`config.mk`:
```
export PLATFORM = sky130hd
export DESIGN_NAME = fetch_sequencer
export DESIGN_NICKNAME = d
export VERILOG_FILES = /design/src/rtl/fetch_pkg.sv /design/src/rtl/fetch_perf_counter.sv /design/src/rtl/fetch_sequencer.sv
export SDC_FILE = /design/constraint.sdc
export NUM_CORES = 1
export LEC_CHECK = 0
export ABC_AREA = 1
export CAP_MARGIN = 10
export CORE_MARGIN = 10
export CORE_UTILIZATION = 40
export CTS_BUF_LIST = sky130_fd_sc_hd__clkbuf_2 sky130_fd_sc_hd__clkbuf_4 sky130_fd_sc_hd__clkbuf_8
export CTS_CLUSTER_SIZE = 12
export DETAILED_ROUTE_END_ITERATION = 8
export PLACE_DENSITY = 0.78
export SYNTH_ARGS = -nofsm -noshare
export SYNTH_HDL_FRONTEND = slang
export SYNTH_HIERARCHICAL = 1
export SYNTH_SLANG_ARGS = --single-unit
export TNS_END_PERCENT = 5
```
`constraint.sdc`:
```
create_clock -name clk -period 2.2 [get_ports clk]
set_input_delay 0.66 -clock clk [delete_from_list [all_inputs] [get_ports clk]]
set_output_delay 0.66 -clock clk [all_outputs]
set_load 0.1 [all_outputs]
```
`src/rtl/fetch_pkg.sv`:
```
`default_nettype none
// ============================================================================
//  Module      : fetch_pkg
//  Description : Shared types and constants for the fetch sequencer: FSM
//                state encoding, default HALT encoding, counter width.
//  Revision    : 1.0 - initial release
// ============================================================================
package fetch_pkg;

  // Fetch controller states
  typedef enum logic [1:0] {
    IDLE = 2'd0,
    RUN  = 2'd1,
    HALT = 2'd2
  } fetch_state_t;

  // Instruction encoding that stops fetch unless overridden at instantiation
  localparam logic [31:0] c_halt_instr_default = 32'hFFFF_FFFF;

  // Width of the performance counters
  localparam int PERF_CNT_WIDTH = 32;

endpackage : fetch_pkg
`default_nettype wire

```
`src/rtl/fetch_perf_counter.sv`:
```
`default_nettype none
// ============================================================================
//  Module      : fetch_perf_counter
//  Description : Saturating up-counter with synchronous clear and increment
//                enable. Clear takes priority over increment.
//  Revision    : 1.0 - initial release
// ============================================================================
module fetch_perf_counter
  import fetch_pkg::*;
#(
  parameter int WIDTH = PERF_CNT_WIDTH
) (
  input  logic             clk,
  input  logic             rst_n,
  input  logic             clear_i,
  input  logic             inc_i,
  output logic [WIDTH-1:0] count_o
);

  // Count enabled events, sticking at all-ones instead of wrapping
  always_ff @(posedge clk or negedge rst_n) begin
    if (!rst_n) begin
      count_o <= '0;
    end else if (clear_i) begin
      count_o <= '0;
    end else if (inc_i && (count_o != {WIDTH{1'b1}})) begin
      count_o <= count_o + WIDTH'(1);
    end
  end

endmodule : fetch_perf_counter
`default_nettype wire

```
`src/rtl/fetch_sequencer.sv`:
```
`default_nettype none
// ============================================================================
//  Module      : fetch_sequencer
//  Description : Fetch-stage controller. Owns the PC, addresses a
//                combinational-read instruction memory and registers the
//                returned word into the IF/ID boundary. Handles stalls,
//                branch redirects, HALT instructions and out-of-range targets.
//                Optional performance counters are built only when the macro
//                FETCH_PERF_CNT_EN is defined; otherwise the counter ports
//                read as zero.
//  Revision    : 1.0 - initial release
// ============================================================================
module fetch_sequencer
  import fetch_pkg::*;
#(
  parameter int                           PC_WIDTH          = 19,
  parameter int                           INSTRUCTION_WIDTH = 32,
  parameter int                           MEMORY_SIZE       = 1024,
  parameter int                           RESET_PC          = 0,
  parameter logic [INSTRUCTION_WIDTH-1:0] HALT_INSTR        = INSTRUCTION_WIDTH'(c_halt_instr_default)
) (
  input  logic                         clk,
  input  logic                         rst_n,
  input  logic                         start_i,
  input  logic                         stall_i,
  input  logic                         redirect_valid_i,
  input  logic [PC_WIDTH-1:0]          redirect_pc_i,
  output logic [PC_WIDTH-1:0]          pc_o,
  input  logic [INSTRUCTION_WIDTH-1:0] instr_i,
  output logic [INSTRUCTION_WIDTH-1:0] instr_o,
  output logic [PC_WIDTH-1:0]          instr_pc_o,
  output logic                         instr_valid_o,
  output logic                         halted_o,
  output logic                         fault_o,
  output logic [PERF_CNT_WIDTH-1:0]    fetch_count_o,
  output logic [PERF_CNT_WIDTH-1:0]    stall_count_o
);

  localparam logic [PC_WIDTH-1:0] c_reset_pc     = PC_WIDTH'(RESET_PC);
  localparam logic [PC_WIDTH-1:0] c_last_pc      = PC_WIDTH'(MEMORY_SIZE - 1);
  // One extra bit so MEMORY_SIZE itself is representable for the range test
  localparam logic [PC_WIDTH:0]   c_mem_size_ext = (PC_WIDTH + 1)'(MEMORY_SIZE);

  fetch_state_t        r_state;
  logic                w_out_of_range;
  logic [PC_WIDTH-1:0] w_next_pc;

  assign w_out_of_range = ({1'b0, redirect_pc_i} >= c_mem_size_ext);
  assign w_next_pc      = (pc_o == c_last_pc) ? '0 : pc_o + PC_WIDTH'(1);

  // Fetch FSM; all IF/ID outputs are registered here
  always_ff @(posedge clk or negedge rst_n) begin
    if (!rst_n) begin
      r_state       <= IDLE;
      pc_o          <= c_reset_pc;
      instr_o       <= '0;
      instr_pc_o    <= '0;
      instr_valid_o <= 1'b0;
      halted_o      <= 1'b0;
      fault_o       <= 1'b0;
    end else begin
      case (r_state)
        IDLE: begin
          if (start_i) begin
            r_state <= RUN;
            pc_o    <= c_reset_pc;
          end
        end
        RUN: begin
          if (redirect_valid_i && w_out_of_range) begin
            r_state       <= HALT;
            halted_o      <= 1'b1;
            fault_o       <= 1'b1;
            instr_valid_o <= 1'b0;
          end else if (redirect_valid_i) begin
            // Redirect wins over stall; the word in flight is wrong-path
            pc_o          <= redirect_pc_i;
            instr_valid_o <= 1'b0;
          end else if (!stall_i) begin
            instr_o       <= instr_i;
            instr_pc_o    <= pc_o;
            instr_valid_o <= 1'b1;
            if (instr_i == HALT_INSTR) begin
              r_state  <= HALT;
              halted_o <= 1'b1;
            end else begin
              pc_o <= w_next_pc;
            end
          end
        end
        HALT: begin
          if (start_i) begin
            r_state       <= RUN;
            pc_o          <= c_reset_pc;
            halted_o      <= 1'b0;
            fault_o       <= 1'b0;
            instr_valid_o <= 1'b0;
          end else if (!stall_i) begin
            // Last issued word is consumed once decode accepts it
            instr_valid_o <= 1'b0;
          end
        end
        default: begin
          r_state <= IDLE;
        end
      endcase
    end
  end

`ifdef FETCH_PERF_CNT_EN
  logic w_cnt_clear;
  logic w_fetch_inc;
  logic w_stall_inc;

  // Start only clears when it is actually accepted (ignored while running)
  assign w_cnt_clear = start_i && (r_state != RUN);
  assign w_fetch_inc = (r_state == RUN) && !redirect_valid_i && !stall_i;
  assign w_stall_inc = (r_state == RUN) && !redirect_valid_i && stall_i;

  fetch_perf_counter #(
    .WIDTH (PERF_CNT_WIDTH)
  ) u_fetch_cnt (
    .clk     (clk),
    .rst_n   (rst_n),
    .clear_i (w_cnt_clear),
    .inc_i   (w_fetch_inc),
    .count_o (fetch_count_o)
  );

  fetch_perf_counter #(
    .WIDTH (PERF_CNT_WIDTH)
  ) u_stall_cnt (
    .clk     (clk),
    .rst_n   (rst_n),
    .clear_i (w_cnt_clear),
    .inc_i   (w_stall_inc),
    .count_o (stall_count_o)
  );
`else
  assign fetch_count_o = '0;
  assign stall_count_o = '0;
`endif

endmodule : fetch_sequencer
`default_nettype wire

```
## After elaboration in Yosys (flattened, before gate mapping)

Index checks and enable logic that the tools add are counted.

- Register bits: 75
- Bits in latches: 0
- RAM bits: 0
- Memory bits (read-only): 0
- Input port bits: 56
- Logic and storage cells: 65
- Memories kept: 0

- Add/subtract/negate cells: 1
- Multipliers: 0
- Divide/modulo/power cells: 0
- Order comparisons: 1
- Equality and inequality tests: 15
- Shift operators: 0
- Multiplexer cells: 27
- Bitwise operators: 3
- Reductions and logical operators: 11

Operators with widths:

| kind | count |
|---|---|
| $mux W19 | 6 |
| $pmux W19 S2 | 1 |
| $eq A32 B32 Y1 const B | 1 |
| $add A19 B1 Y19 const B | 1 |
| $eq A19 B10 Y1 const B | 1 |
| $ge A19 B11 Y1 const B | 1 |
| $ne A3 B3 Y1 const B | 6 |
| $mux W1 | 11 |
| $mux W2 | 5 |
| $reduce_and A5 Y1 | 2 |
| $reduce_and A4 Y1 | 2 |
| $ne A2 B2 Y1 const B | 3 |
| $pmux W1 S2 | 3 |
| $reduce_and A3 Y1 | 2 |
| $ne A4 B4 Y1 const B | 1 |
| $pmux W2 S2 | 1 |
| $reduce_bool A2 Y1 | 2 |
| $not A1 Y1 | 3 |
| $eq A2 B1 Y1 const B | 1 |
| $eq A2 B2 Y1 const B | 1 |
| $logic_not A2 Y1 | 1 |
| $ne A2 B1 Y1 const B | 1 |
| $reduce_or A2 Y1 | 1 |
| $logic_and A1 B1 Y1 | 1 |

## Longest topological paths before layout

Gate-level depths: netlist of the first run.

- Depth in word-level cells: 7
- Depth in mapped cells: 11
- Mapped depth without buffers: 11

## Worst setup path after synthesis of the first run

Ideal clock, no wire load.

- Path kind: flip-flop to flip-flop
- Start: reg pc_o[0]
- End: reg pc_o[0]
- Setup time: 0.125 ns
- Data arrival time: 2.190 ns
- Data required time: 2.075 ns
- Setup slack: -0.115 ns
- Cell stages (with the launch flop): 11
- Path buffers: 0
- Path through: dfrtp_1 -> ha_1 -> nand3_1 -> inv_1 -> nand3_1 -> inv_1 -> nand2_1 -> nand2_1 -> o21ai_0 -> nand2_1 -> o21ai_1

- Word-level cells in the longest chain between the ends: 7
- Elaborated cells on any way between the ends: 8
- Classes of those cells: 1 x add/sub; 1 x eq/ne; 6 x mux

Ends and longest elaborated chain:

| what | RTL line | RTL |
|---|---|---|
| from (decl) | fetch_sequencer.sv:28 | `output logic [PC_WIDTH-1:0] pc_o,` |
| from (signal assigned) | fetch_sequencer.sv:55 | `pc_o <= c_reset_pc;` |
| from (signal assigned) | fetch_sequencer.sv:66 | `pc_o <= c_reset_pc;` |
| from (signal assigned) | fetch_sequencer.sv:77 | `pc_o <= redirect_pc_i;` |
| $add A19 B1 Y19 or $eq A19 B10 Y1 (tied branches) | fetch_sequencer.sv:49 | `assign w_next_pc = (pc_o == c_last_pc) ? '0 : pc_o + PC_WIDTH'(1);` |
| $mux W19 (*) | fetch_sequencer.sv:49 |  |
| $mux W19 (*) | fetch_sequencer.sv:83 | `if (instr_i == HALT_INSTR) begin` |
| $mux W19 (*) | fetch_sequencer.sv:79 | `end else if (!stall_i) begin` |
| $mux W19 (*) | fetch_sequencer.sv:75 | `end else if (redirect_valid_i) begin` |
| $mux W19 (*) | fetch_sequencer.sv:70 | `if (redirect_valid_i && w_out_of_range) begin` |
| $pmux W19 S2 (*) | fetch_sequencer.sv:62 | `case (r_state)` |

Mark *: on every way between the ends. The rest lies on a longest branch, timed or not. The select of a mux whose other input is x is not followed.
A chain may end at the register's enable or synchronous reset.

## Final worst setup path of the first run

- Start: in instr_i[26]
- End: reg pc_o[15]

- Word-level cells in the longest chain between the ends: 3

Ends and longest elaborated chain:

| what | RTL line | RTL |
|---|---|---|
| from (decl) | fetch_sequencer.sv:29 | `input logic [INSTRUCTION_WIDTH-1:0] instr_i,` |
| $eq A32 B32 Y1 | fetch_sequencer.sv:83 |  |
| $ne A3 B3 Y1 (no line) | n/a |  |
| $reduce_and A5 Y1 (no line) | n/a |  |
| to (signal assigned) | fetch_sequencer.sv:77 |  |
| to (signal assigned) | fetch_sequencer.sv:87 | `pc_o <= w_next_pc;` |
| to (signal assigned) | fetch_sequencer.sv:94 | `pc_o <= c_reset_pc;` |

No other way between the ends.

==> results of run 1 <==
area by class of cell:
type | count | area [um^2]
fillers | 908 | 4680
multi-input cells | 400 | 2070
flip-flops and latches | 75 | 1880
repair buffers | 144 | 1660
well taps | 140 | 175
clock buffers | 10 | 131
inverters | 31 | 121
clock inverters | 6 | 73.8
stage by stage:
step                area (um^2)  setup WS, ns  util, %  hold slack, ns
floorplan                  4640         0.120        -           0.364
global placement           5910       -0.0816     54.8           0.468
detailed placement         5910        -0.191     54.8           0.474
CTS                        6120         0.185     56.7           0.320
global route               6120       0.00668     56.7           0.333
finish                     6120         0.164     56.7           0.314
critical path, cell delays in order:
cell,delay [ns]
clkdlybuf4s50_1,0.49
nand2_1,0.07
nor2_1,0.12
nand2_1,0.06
nor2_1,0.14
nand3_1,0.15
nand2_2,0.13
nand2_2,0.08
nand2_4,0.24
nand2_1,0.10
o21ai_1,0.09
Yosys cell counts:
master | number | area [um^2]
o31ai_1 | 1 | 7.51
nor2_4 | 2 | 22.5
nor3_1 | 1 | 5.00
xor2_1 | 4 | 35.0
or2_2 | 1 | 6.26
o21ai_0 | 27 | 135
nor2_1 | 34 | 128
conb_1 | 1 | 3.75
nand2_2 | 4 | 25.0
nand3b_1 | 1 | 7.51
nand3_1 | 34 | 170
buf_2 | 4 | 20.0
a21oi_4 | 1 | 16.3
ha_1 | 5 | 62.6
buf_4 | 64 | 480
inv_1 | 28 | 105
a21boi_0 | 1 | 7.51
a21oi_1 | 4 | 20.0
dfrtp_1 | 75 | 1880
nor2_2 | 2 | 12.5
mux2_2 | 26 | 293
nand2_4 | 1 | 11.3
clkinv_4 | 1 | 8.76
nand4_1 | 7 | 43.8
buf_6 | 5 | 56.3
o21ai_1 | 16 | 80.1
mux2_4 | 10 | 150
nand2_1 | 150 | 563
o21a_1 | 1 | 7.51
and2_1 | 3 | 18.8
clkbuf_1 | 5 | 18.8
inv_2 | 2 | 7.51
path summary, 6_finish.rpt:
kind	start	to	slack [ns]	depth (start not counted)
setup / recovery	instr_i[26]	pc_o[15]$_DFFE_PN0P_	0.16	11
hold / removal	rst_n	instr_o[28]$_DFFE_PN0P_	0.31	2
setup reg to reg	pc_o[0]$_DFFE_PN0P_	pc_o[3]$_DFFE_PN0P_	0.28	10
hold reg to reg	instr_pc_o[4]$_DFFE_PN0P_	instr_pc_o[4]$_DFFE_PN0P_	0.50	2
max in group asynchronous	rst_n	pc_o[1]$_DFFE_PN0P_	1.56	2
min in group clk	instr_pc_o[4]$_DFFE_PN0P_	instr_pc_o[4]$_DFFE_PN0P_	0.50	2
placed cells by master (no fill, tap or decap), types with 3 or more instances in the layout:
cell	count
conb_1	64
mux2_4	10
inv_1	28
clkdlybuf4s50_1	54
dfrtp_1	73
nand4_1	7
clkbuf_8	9
a21oi_1	4
nor2_1	34
mux2_2	26
nand2_1	149
buf_4	53
xor2_1	4
nand2_2	5
o21ai_0	27
and2_1	3
ha_1	5
buf_12	36
nand3_1	34
o21ai_1	16
per-layer routing:
layer | share of wire, % | global-route usage [%]
met2 | 54 | 28.7
met4 | 3.7 | 7.72
met3 | 6.2 | 3.93
met5 | 0 | 0
met1 | 36 | 16.6
kinds of logic after synthesis:
logic type,Yosys count,share of synthesized area [%]
XOR/XNOR,4,0.795
other,1,0.0851
flip-flops,75,42.6
buffers and inverters,109,15.8
AND/OR/NAND/NOR,240,23.0
AO/OA/AOI/OAI,51,6.22
multiplexers,36,10.1
adder cells (fa/ha/maj),5,1.42
flip-flops by register name, indices dropped and copies added, names as in the netlist:
register and count:
pc_o 19, halted_o 1, fault_o 1, r_state 2, instr_valid_o 1, instr_o 32, instr_pc_o 19
==> impl_metrics.json, run 1 <==
{
  "drive_gt1_share_pct": 23.9,
  "drt_iter0_markers": 255,
  "nNetsFinal": 722,
  "max_freq_ghz": 0.491,
  "final.setup.tns_ns": 0,
  "ys_seq_elements": 75,
  "end_kind": "register",
  "ys_warn_count": 6,
  "cp.arrival_ns": 2.32,
  "period_share_pct": 92.5,
  "crit_required_ns": 2.48,
  "wl_per_cell_um": 15.8,
  "path_clk_slew_ns": 0.09,
  "hpwlAfterDp_um": 10400,
  "cts-root-buf": "clkbuf_8",
  "die_x_um": 125,
  "fp-row-count": 38,
  "vias": 3762,
  "wl_um": 12700,
  "final.setup_skew_ns": 0.00877,
  "first_global_vias": 3901,
  "rsz0062_at_grt": "false",
  "cts_tree": "yes",
  "status": "finished clean",
  "overflow": 0,
  "cts-resized-gates": 0,
  "final_cells": 806,
  "cts_hold_buffers": 0,
  "grt.total_usage_pct": 15.7,
  "critical_path_class": "input port to register",
  "grt_pass1_wl_um": 20300,
  "io_buffers": 128,
  "antenna_found_initial": 0,
  "drc": 0,
  "netlist_area_um2": 4410,
  "cts.sinks": 75,
  "cp-start-kind": "input port",
  "place.gp.congestion": 0.893,
  "diodes": 0,
  "initial_core_util_pct": 40.8,
  "cts_max_path_buffers": 2,
  "drv_cap": 0,
  "yosysSeqAreaShare_pct": 42.6,
  "post_cts_buffers": 0,
  "die_h_um": 125,
  "die-area_um2": 15600,
  "postRouteAntennaNets": 0,
  "core_area_um2": 10800,
  "min_period_ns": 2.04,
  "avgViaCountPerCell": 4.67,
  "clk_latency_ns": 0.36,
  "hold_viol": 0,
  "grt_start_max_net_pins": 76,
  "syn_inst": 521,
  "ios": 193,
  "syn-mean-instance-area_um2": 8.46,
  "area_growth_pct": 38.8,
  "final-max-slew-violation-count": 0,
  "synth.distinct_cells": 32,
  "numCtsBuffers": 9,
  "drtPass1Iterations": 5,
  "hold_class": "input port to asynchronous set/reset pin",
  "h-tree-depth": 3,
  "finalSetupViolations": 0,
  "dp_cells": 790,
  "critPathMaxFanout": 28
}
Power of run 1 is left out: the tool's default activity adds up to more than one toggle a clock period on the data nets, which glitch-free logic cannot reach.
==> run 2: changes to the inputs <==
- CAP_MARGIN: 10 -> 25
- SKIP_LAST_GASP: default -> 1
==> results of run 2 <==
No change in the layout: final DEF, timing and power equal those of run 1.
Power of run 2 is left out for the same reason.
==> run 3: changes to the inputs <==
- PLACE_DENSITY: 0.78 -> 0.86
==> run 3 against run 2 <==
  * Worst hold slack worse by 0.14 ns
  * Flip-flop and latch count stayed put
  * Core utilization is 0.21 points lower
  * Highest routed layer unchanged
  * Clock skew is 0.0016 ns higher
==> impl_metrics.json, run 3 (synthesis gave the netlist of run 1 again) <==
{
  "status": "finished clean",
  "layout_commonest_cell": "nand2_1",
  "worst_slack_ns": 0.175,
  "wl_um": 12400,
  "cts.sinks": 75,
  "cts_tree": "yes",
  "fp-row-count": 38,
  "hold_class": "input port to asynchronous set/reset pin",
  "ios": 193,
  "postRouteAntennaNets": 0,
  "place.gp.congestion": 0.883,
  "critical_path_class": "input port to register",
  "drv_cap": 0,
  "cts-root-buf": "clkbuf_8",
  "reg.largest.list": "instr_o: 32 flops, instr_pc_o: 19 flops, pc_o: 19 flops",
  "grt_start_max_net_pins": 37,
  "r2r_cells": 10,
  "hpwlAfterDp_um": 10100,
  "antenna_found_initial": 0,
  "layout_common_cells": "nand2_1 (149), dfrtp_1 (73), conb_1 (64)",
  "path_clk_slew_ns": 0.09,
  "reg2reg_from": "pc_o[0]$_DFFE_PN0P_",
  "hold_viol": 0,
  "end_kind": "register",
  "period_share_pct": 92.0,
  "cts_max_path_buffers": 2,
  "vias": 3761,
  "r2r_setup_slack_ns": 0.28,
  "initial_core_util_pct": 40.8,
  "avgViaCountPerCell": 4.68,
  "wl_per_cell_um": 15.4,
  "r2r_end": "pc_o[3]$_DFFE_PN0P_",
  "crit_required_ns": 2.46,
  "rsz0062_at_grt": "false",
  "cts_hold_buffers": 0,
  "cp.arrival_ns": 2.28,
  "diodes": 0,
  "final-max-slew-violation-count": 0,
  "h-tree-depth": 3,
  "area_growth_pct": 38.3,
  "cts-resized-gates": 0,
  "die_x_um": 125,
  "first_global_vias": 3787,
  "crit_start": "instr_i[23]",
  "post_cts_buffers": 0,
  "max_freq_ghz": 0.494,
  "final.setup_skew_ns": 0.0104,
  "grt.total_usage_pct": 15.1,
  "overflow": 0,
  "min_period_ns": 2.02,
  "finalSetupViolations": 0,
  "numCtsBuffers": 9,
  "die-area_um2": 15600,
  "place_ws_ns": -0.149,
  "drive_gt1_share_pct": 23.6,
  "drt_iter0_markers": 260,
  "critPathMaxFanout": 28,
  "drc": 0,
  "nNetsFinal": 721,
  "clk_latency_ns": 0.34,
  "io_buffers": 128,
  "top_register": "instr_o",
  "largest_reg_flops": 32,
  "drtPass1Iterations": 6,
  "cp-start-kind": "input port",
  "die_h_um": 125,
  "core_area_um2": 10800,
  "grt_pass1_wl_um": 19800
}
run 3: worst max-delay path, cell delays in order:
cell and delay, ns:
clkdlybuf4s50_1 0.50, nand2_1 0.06, nor2_1 0.08, nand2_1 0.07
nor2_1 0.15, nand3_1 0.14, nand2_2 0.12, nand2_2 0.08
nand2_4 0.24, nand2_1 0.10, o21ai_1 0.08
run 3: final cells by class:
| cell class | instances | area (um^2) |
|---|---|---|
| Multi-Input combinational cell | 400 | 2070 |
| Timing Repair Buffer | 143 | 1650 |
| Sequential cell | 75 | 1880 |
| Clock buffer | 10 | 138 |
| Inverter | 31 | 121 |
| Tap cell | 140 | 175 |
| Clock inverter | 5 | 62.6 |
| Fill cell | 938 | 4700 |
run 3: metrics by stage:
| stage | setup TNS (ns) | hold slack (ns) | utilization (%) | std cells | cell area [um^2] |
|---|---|---|---|---|---|
| 3_5_place_dp | -2.51 | 0.481 | 54.6 | 789 | 5890 |
| 6_report | 0 | 0.176 | 56.5 | 804 | 6090 |
| 4_1_cts | 0 | 0.166 | 56.5 | 804 | 6090 |
| 3_3_place_gp | -1.51 | 0.469 | 54.6 | 789 | 5890 |
| 5_1_grt | 0 | 0.166 | 56.5 | 804 | 6090 |
| 2_1_floorplan | 0 | 0.364 | - | 584 | 4640 |
run 3: how the worst max path moves through the flow:
stage                                   endpoint
after CTS                   pc_o[10]$_DFFE_PN0P_
after detailed placement  r_state[0]$_DFFE_PN0P_
after global routing        pc_o[13]$_DFFE_PN0P_
final                       pc_o[10]$_DFFE_PN0P_
after floorplan              pc_o[0]$_DFFE_PN0P_
after global placement    r_state[0]$_DFFE_PN0P_
run 3: metal layers:
metal	wire [um]	vias up	global-route usage (%)	share of wire [%]
li1	-	1830	-	-
met1	4970	1779	17.6	40
met2	6400	143	26.8	52
met3	864	9	4.60	7.0
met4	138	0	3.18	1.1
met5	0	-	0	0
Power of run 3 is left out for the same reason.
==> edit 1, RTL diff (settings of run 1) <==
Put one more register stage on the output `fault_o`, with the module's reset. The value now appears one clock later. The other outputs are not delayed to match.
--- a/src/rtl/fetch_sequencer.sv
+++ b/src/rtl/fetch_sequencer.sv
@@ -43,2 +43,4 @@
 
+  logic fault_s0;
+
   fetch_state_t        r_state;
@@ -59,3 +61,3 @@
       halted_o      <= 1'b0;
-      fault_o       <= 1'b0;
+      fault_s0      <= 1'b0;
     end else begin
@@ -72,3 +74,3 @@
             halted_o      <= 1'b1;
-            fault_o       <= 1'b1;
+            fault_s0      <= 1'b1;
             instr_valid_o <= 1'b0;
@@ -95,3 +97,3 @@
             halted_o      <= 1'b0;
-            fault_o       <= 1'b0;
+            fault_s0      <= 1'b0;
             instr_valid_o <= 1'b0;
@@ -143,2 +145,10 @@
 
+  always_ff @(posedge clk or negedge rst_n) begin
+    if (!rst_n) begin
+      fault_o <= '0;
+    end else begin
+      fault_o <= fault_s0;
+    end
+  end
+
 endmodule : fetch_sequencer
Behaviour: not the same (a bounded check fails within 4 cycles, from zero or initial values and one cycle with rst_n low).
==> edit 1 against run 1 <==
- area after synthesis up 0.57%
- via count up 0.77%
- routed wire length up 0.54%
- sequential cell count up 1
- worst setup slack better by 0.034 ns
- final area down 0.12%
- largest cell class unchanged
- highest routed layer unchanged
Power is left out: the tool's default activity adds up to more than one toggle a clock period on the data nets, which glitch-free logic cannot reach.
==> edit 1: results (changes against run 1) <==
outcome - complete, no violations
routed length per instance - 15.84 um (+0.29%)
DR iter-0 viols - 279 (+9.4%)
dpl cells - 792 (+0.25%)
largest net degree at the start of global routing - 33 (-57%)
CP max FO - 28 (unchanged)
PortBufs - 128 (unchanged)
synth top area cells - dfrtp_1 43%, nand2_1 13%, buf_4 11%
final wirelength - 12800 um (+0.54%)
clk_lat worst skew - 0.37 ns
global-route met2 utilization - 27.86% (-0.83 points)
layout cell share with drive strength beyond 1 - 23.95% (+0.078 points)
final worst slack - 0.1980 ns (+0.03379 ns)
fillers - 966 (+6.4%)
hold crit path type - primary input to async pin
worst hold slack - 0.1703 ns (-0.1435 ns)
pre-CTS setup slack - -0.2285 ns (-0.03771 ns)
r2r setup slk - 0.24 ns (-0.04 ns)
FF/Latch Area - 1904 um^2 (+1.3%)
root buf cell - clkbuf_8
cts bufs inserted - 9 (unchanged)
reg2reg path depth - 10 (unchanged)
clock-pin slew on the worst setup and hold paths - 0.09 ns (about the same)
n_diodes - 0 (unchanged)
vias - 3791 (+0.77%)
clock skew - 0.01248 ns (+0.003709 ns)
GPL Wtd Cong - 0.9180 (+2.8%)
R2R Path End - pc_o[3]$_DFFE_PN0P_
H-tree levels - 3 (unchanged)
TritonRoute pass-1 iters - 6 (+1)
FFs w/ async S/R, synth - 100.0% (unchanged)
GRT Total Usage - 15.80% (+0.057 points)
Cells after Synth - 522 (+0.19%)
met3 Use GR - 3.887% (-0.042 points)
Clock Path Buffers - 2 (unchanged)
HPWL after DPL - 10470 um (+0.32%)
met1 Usage GRT - 17.97% (+1.4 points)
reg2reg start - pc_o[0]$_DFFE_PN0P_
fin nets - 724 (+0.28%)
initial antenna violation count - 0 (unchanged)
WP data arrival - 2.29 ns (-0.03 ns)
library cells used by synthesis - 32 (unchanged)
Regs by FF count - instr_o x32, instr_pc_o x19, pc_o x19
sequential share of the synthesized area - 42.93% (+0.32 points)
most frequent cells after synthesis - 150 x nand2_1, 76 x dfrtp_1, 64 x buf_4, 34 x nand3_1, 34 x nor2_1
global-route wire length before repair - 20400 um (+0.27%)
Ys Warns - 6 (unchanged)
ys flop type - dfrtp_1
Post-Place Cell Area - 5918 um^2 (+0.13%)
[edit 1: cells by family after synthesis]
group	synth area share, %
buffers and inverters	15.73
multiplexers	9.997
AO/OA/AOI/OAI	6.185
flip-flops	42.93
other	0.08464
adder cells (fa/ha/maj)	1.412
AND/OR/NAND/NOR	22.87
XOR/XNOR	0.7907
[edit 1: what timing repair did]
| item | 4_1_cts | 5_1_grt |
|---|---|---|
| setup buffers | 0 | 0 |
| setup endpoints to repair | 0 | 16 |
| gates resized for setup | 0 | 1 |
[edit 1: how the worst max path moves through the flow]
stage / startpoint / endpoint
detailed placement: instr_i[26] / pc_o[10]$_DFFE_PN0P_
floorplan: pc_o[4]$_DFFE_PN0P_ / pc_o[0]$_DFFE_PN0P_
finish: instr_i[26] / pc_o[10]$_DFFE_PN0P_
global placement: instr_i[21] / pc_o[2]$_DFFE_PN0P_
CTS: instr_i[26] / pc_o[10]$_DFFE_PN0P_
global route: instr_i[26] / pc_o[8]$_DFFE_PN0P_
[edit 1: routing by layer]
| metal | up-vias | routed length (um) |
|---|---|---|
| met3 | 21 | 862 |
| met1 | 1788 | 4884 |
| met4 | 0 | 293 |
| met5 | - | 0 |
| met2 | 151 | 6761 |
| li1 | 1831 | - |
[edit 1: cell type report]
cell class | instances | area share, %
clock buffers | 9 | 2.028
well taps | 140 | 2.868
flip-flops and latches | 76 | 31.18
clock inverters | 7 | 0.9422
repair buffers | 145 | 26.96
inverters | 31 | 1.987
multi-input cells | 400 | 34.04
[edit 1: worst max-delay path: stages]
cell and delay [ns]:
clkdlybuf4s50_1 0.49, nand2_1 0.06, nor2_1 0.10, nand2_1 0.06
nor2_1 0.16, nand3_1 0.16, nand2_2 0.13, nand2_2 0.10
nand2_8 0.18, nand2_1 0.09, o21ai_1 0.09
==> edit 2, RTL diff (config.mk and constraints of run 1) <==
Made on the original files. Change the parameter `MEMORY_SIZE` from 1024 to 512.
--- a/src/rtl/fetch_sequencer.sv
+++ b/src/rtl/fetch_sequencer.sv
@@ -17,3 +17,3 @@
   parameter int                           INSTRUCTION_WIDTH = 32,
-  parameter int                           MEMORY_SIZE       = 1024,
+  parameter int                           MEMORY_SIZE       = 512,
   parameter int                           RESET_PC          = 0,
Check against the original RTL: not equivalent (Yosys sat finds a counterexample within 4 cycles, from zero or initial values and one cycle with rst_n low).
==> edit 2 against run 1 <==
- routed wire length is 5.4% higher
- cell count is 1.1% higher
- worst setup slack better by 0.022 ns
- maximum frequency is 1.1% higher
- area after synthesis hardly changed
- final area is 2.0% higher
- clock skew is 0.0031 ns higher
- sequential cell count stayed put
Power is left out: the tool's default activity adds up to more than one toggle a clock period on the data nets, which glitch-free logic cannot reach.
==> edit 2: results (changes against run 1) <==
outcome - complete, no violations
met1 Usage GRT - 18.77% (+2.2 points)
Setup Buffers After CTS - 0 (unchanged)
number of global-route vias before repair - 3901 (unchanged)
clock-pin slew on the worst setup and hold paths - 0.08 ns
clock skew - 0.01184 ns (+0.003067 ns)
met3 Use GR - 4.858% (+0.93 points)
met3 wire len - 1040 um (+32%)
Fmax achieved - 496.6 MHz (+1.1%)
r2r setup slk - 0.22 ns (-0.06 ns)
H-tree levels - 3 (unchanged)
Critical Path Source - instr_i[22]
Final Cell Area - 6236 um^2 (+2.0%)
n_diodes - 0 (unchanged)
layout cell share with drive strength beyond 1 - 23.41% (-0.47 points)
FFs w/ async S/R, synth - 100.0% (unchanged)
Crit-path slowest cell - clkdlybuf4s50_1
worst setup path endpoint - pc_o[9]$_DFFE_PN0P_
HPWL after DPL - 10910 um (+4.5%)
# clk buffers - 11 (+1)
non-filler cells, final - 815 (+1.1%)
dpl cells - 799 (+1.1%)
DR iter-0 viols - 329 (+29%)
Post-Place Cell Area - 6001 um^2 (+1.5%)
FF/Latch Area - 1879 um^2 (unchanged)
CP max FO - 25 (-11%)
M1 WL - 5109 um (+10%)
reg2reg start - pc_o[0]$_DFFE_PN0P_
via/cell ratio - 4.729 (+1.3%)
FF+latch count, synth - 75 (unchanged)
GRT Total Usage - 16.69% (+0.94 points)
fin nets - 731 (+1.2%)
global-route wire length before repair - 21180 um (+4.1%)
pre-CTS setup slack - -0.2007 ns (-0.009896 ns)
most frequent cells after synthesis - 151 x nand2_1, 75 x dfrtp_1, 67 x buf_4, 41 x nand3_1, 34 x nor2_1
Resize count post-CTS - 0 (unchanged)
GPL Wtd Cong - 0.8726 (-2.3%)
nonclk inv count - 30 (-3.2%)
sequential share of the synthesized area - 42.58% (about the same)
ClkCell Share - 3.712% (+0.36 points)
Layout Utilization - 57.78% (+1.1 points)
largest net degree at the start of global routing - 76 (unchanged)
synth top area cells - dfrtp_1 43%, nand2_1 13%, buf_4 11%
worst hold slack - 0.3246 ns (+0.01084 ns)
library cells used by synthesis - 35 (+9.4%)
TritonRoute pass-1 iters - 4 (-1)
Avg Cell Area, Syn - 8.348 um^2 (-1.3%)
Signal buffers - 147 (+2.1%)
buffering overhead - 28.05% (+0.84 points)
routed length on met2 - 6864 um (+0.48%)
global-route met2 utilization - 28.36% (-0.34 points)
cts bufs inserted - 9 (unchanged)
Multi-In Gates - 407 (+1.8%)
fillers - 919 (+1.2%)
Regs by FF count - instr_o x32, instr_pc_o x19, pc_o x19
multi-input combinational area share - 33.41% (-0.45 points)
routed length per instance - 16.47 um (+4.2%)
[edit 2: cell types whose count changed after synthesis, sizes merged, moves of 3 or more]
| cell | run 1 | this run |
|---|---|---|
| a21oi | 5 | 8 |
| buf | 73 | 76 |
| nand3 | 34 | 42 |
| o21ai | 43 | 38 |
[edit 2: worst register-to-register path, cell delays in order, from the launching register on]
cell and delay [ns]:
dfrtp_2 0.46, ha_1 0.31, nand3_1 0.22, inv_1 0.16, nand2_1 0.11, inv_2 0.10, nand3_2 0.14, nand3b_1 0.17
nand2_1 0.07, nand2_1 0.06, o21ai_1 0.05
[edit 2: logic make-up (layout without fill, tap and decap cells)]
family                   Yosys count  in the layout  share of synthesized area (%)
buffers and inverters            109            193                          15.61
other                              1             64                        0.08507
flip-flops                        75             75                          42.58
AND/OR/NAND/NOR                  250            250                          24.72
multiplexers                      36             36                          9.197
adder cells (fa/ha/maj)            5              5                          1.419
AO/OA/AOI/OAI                     50             50                          5.989
XOR/XNOR                           2              2                         0.3975
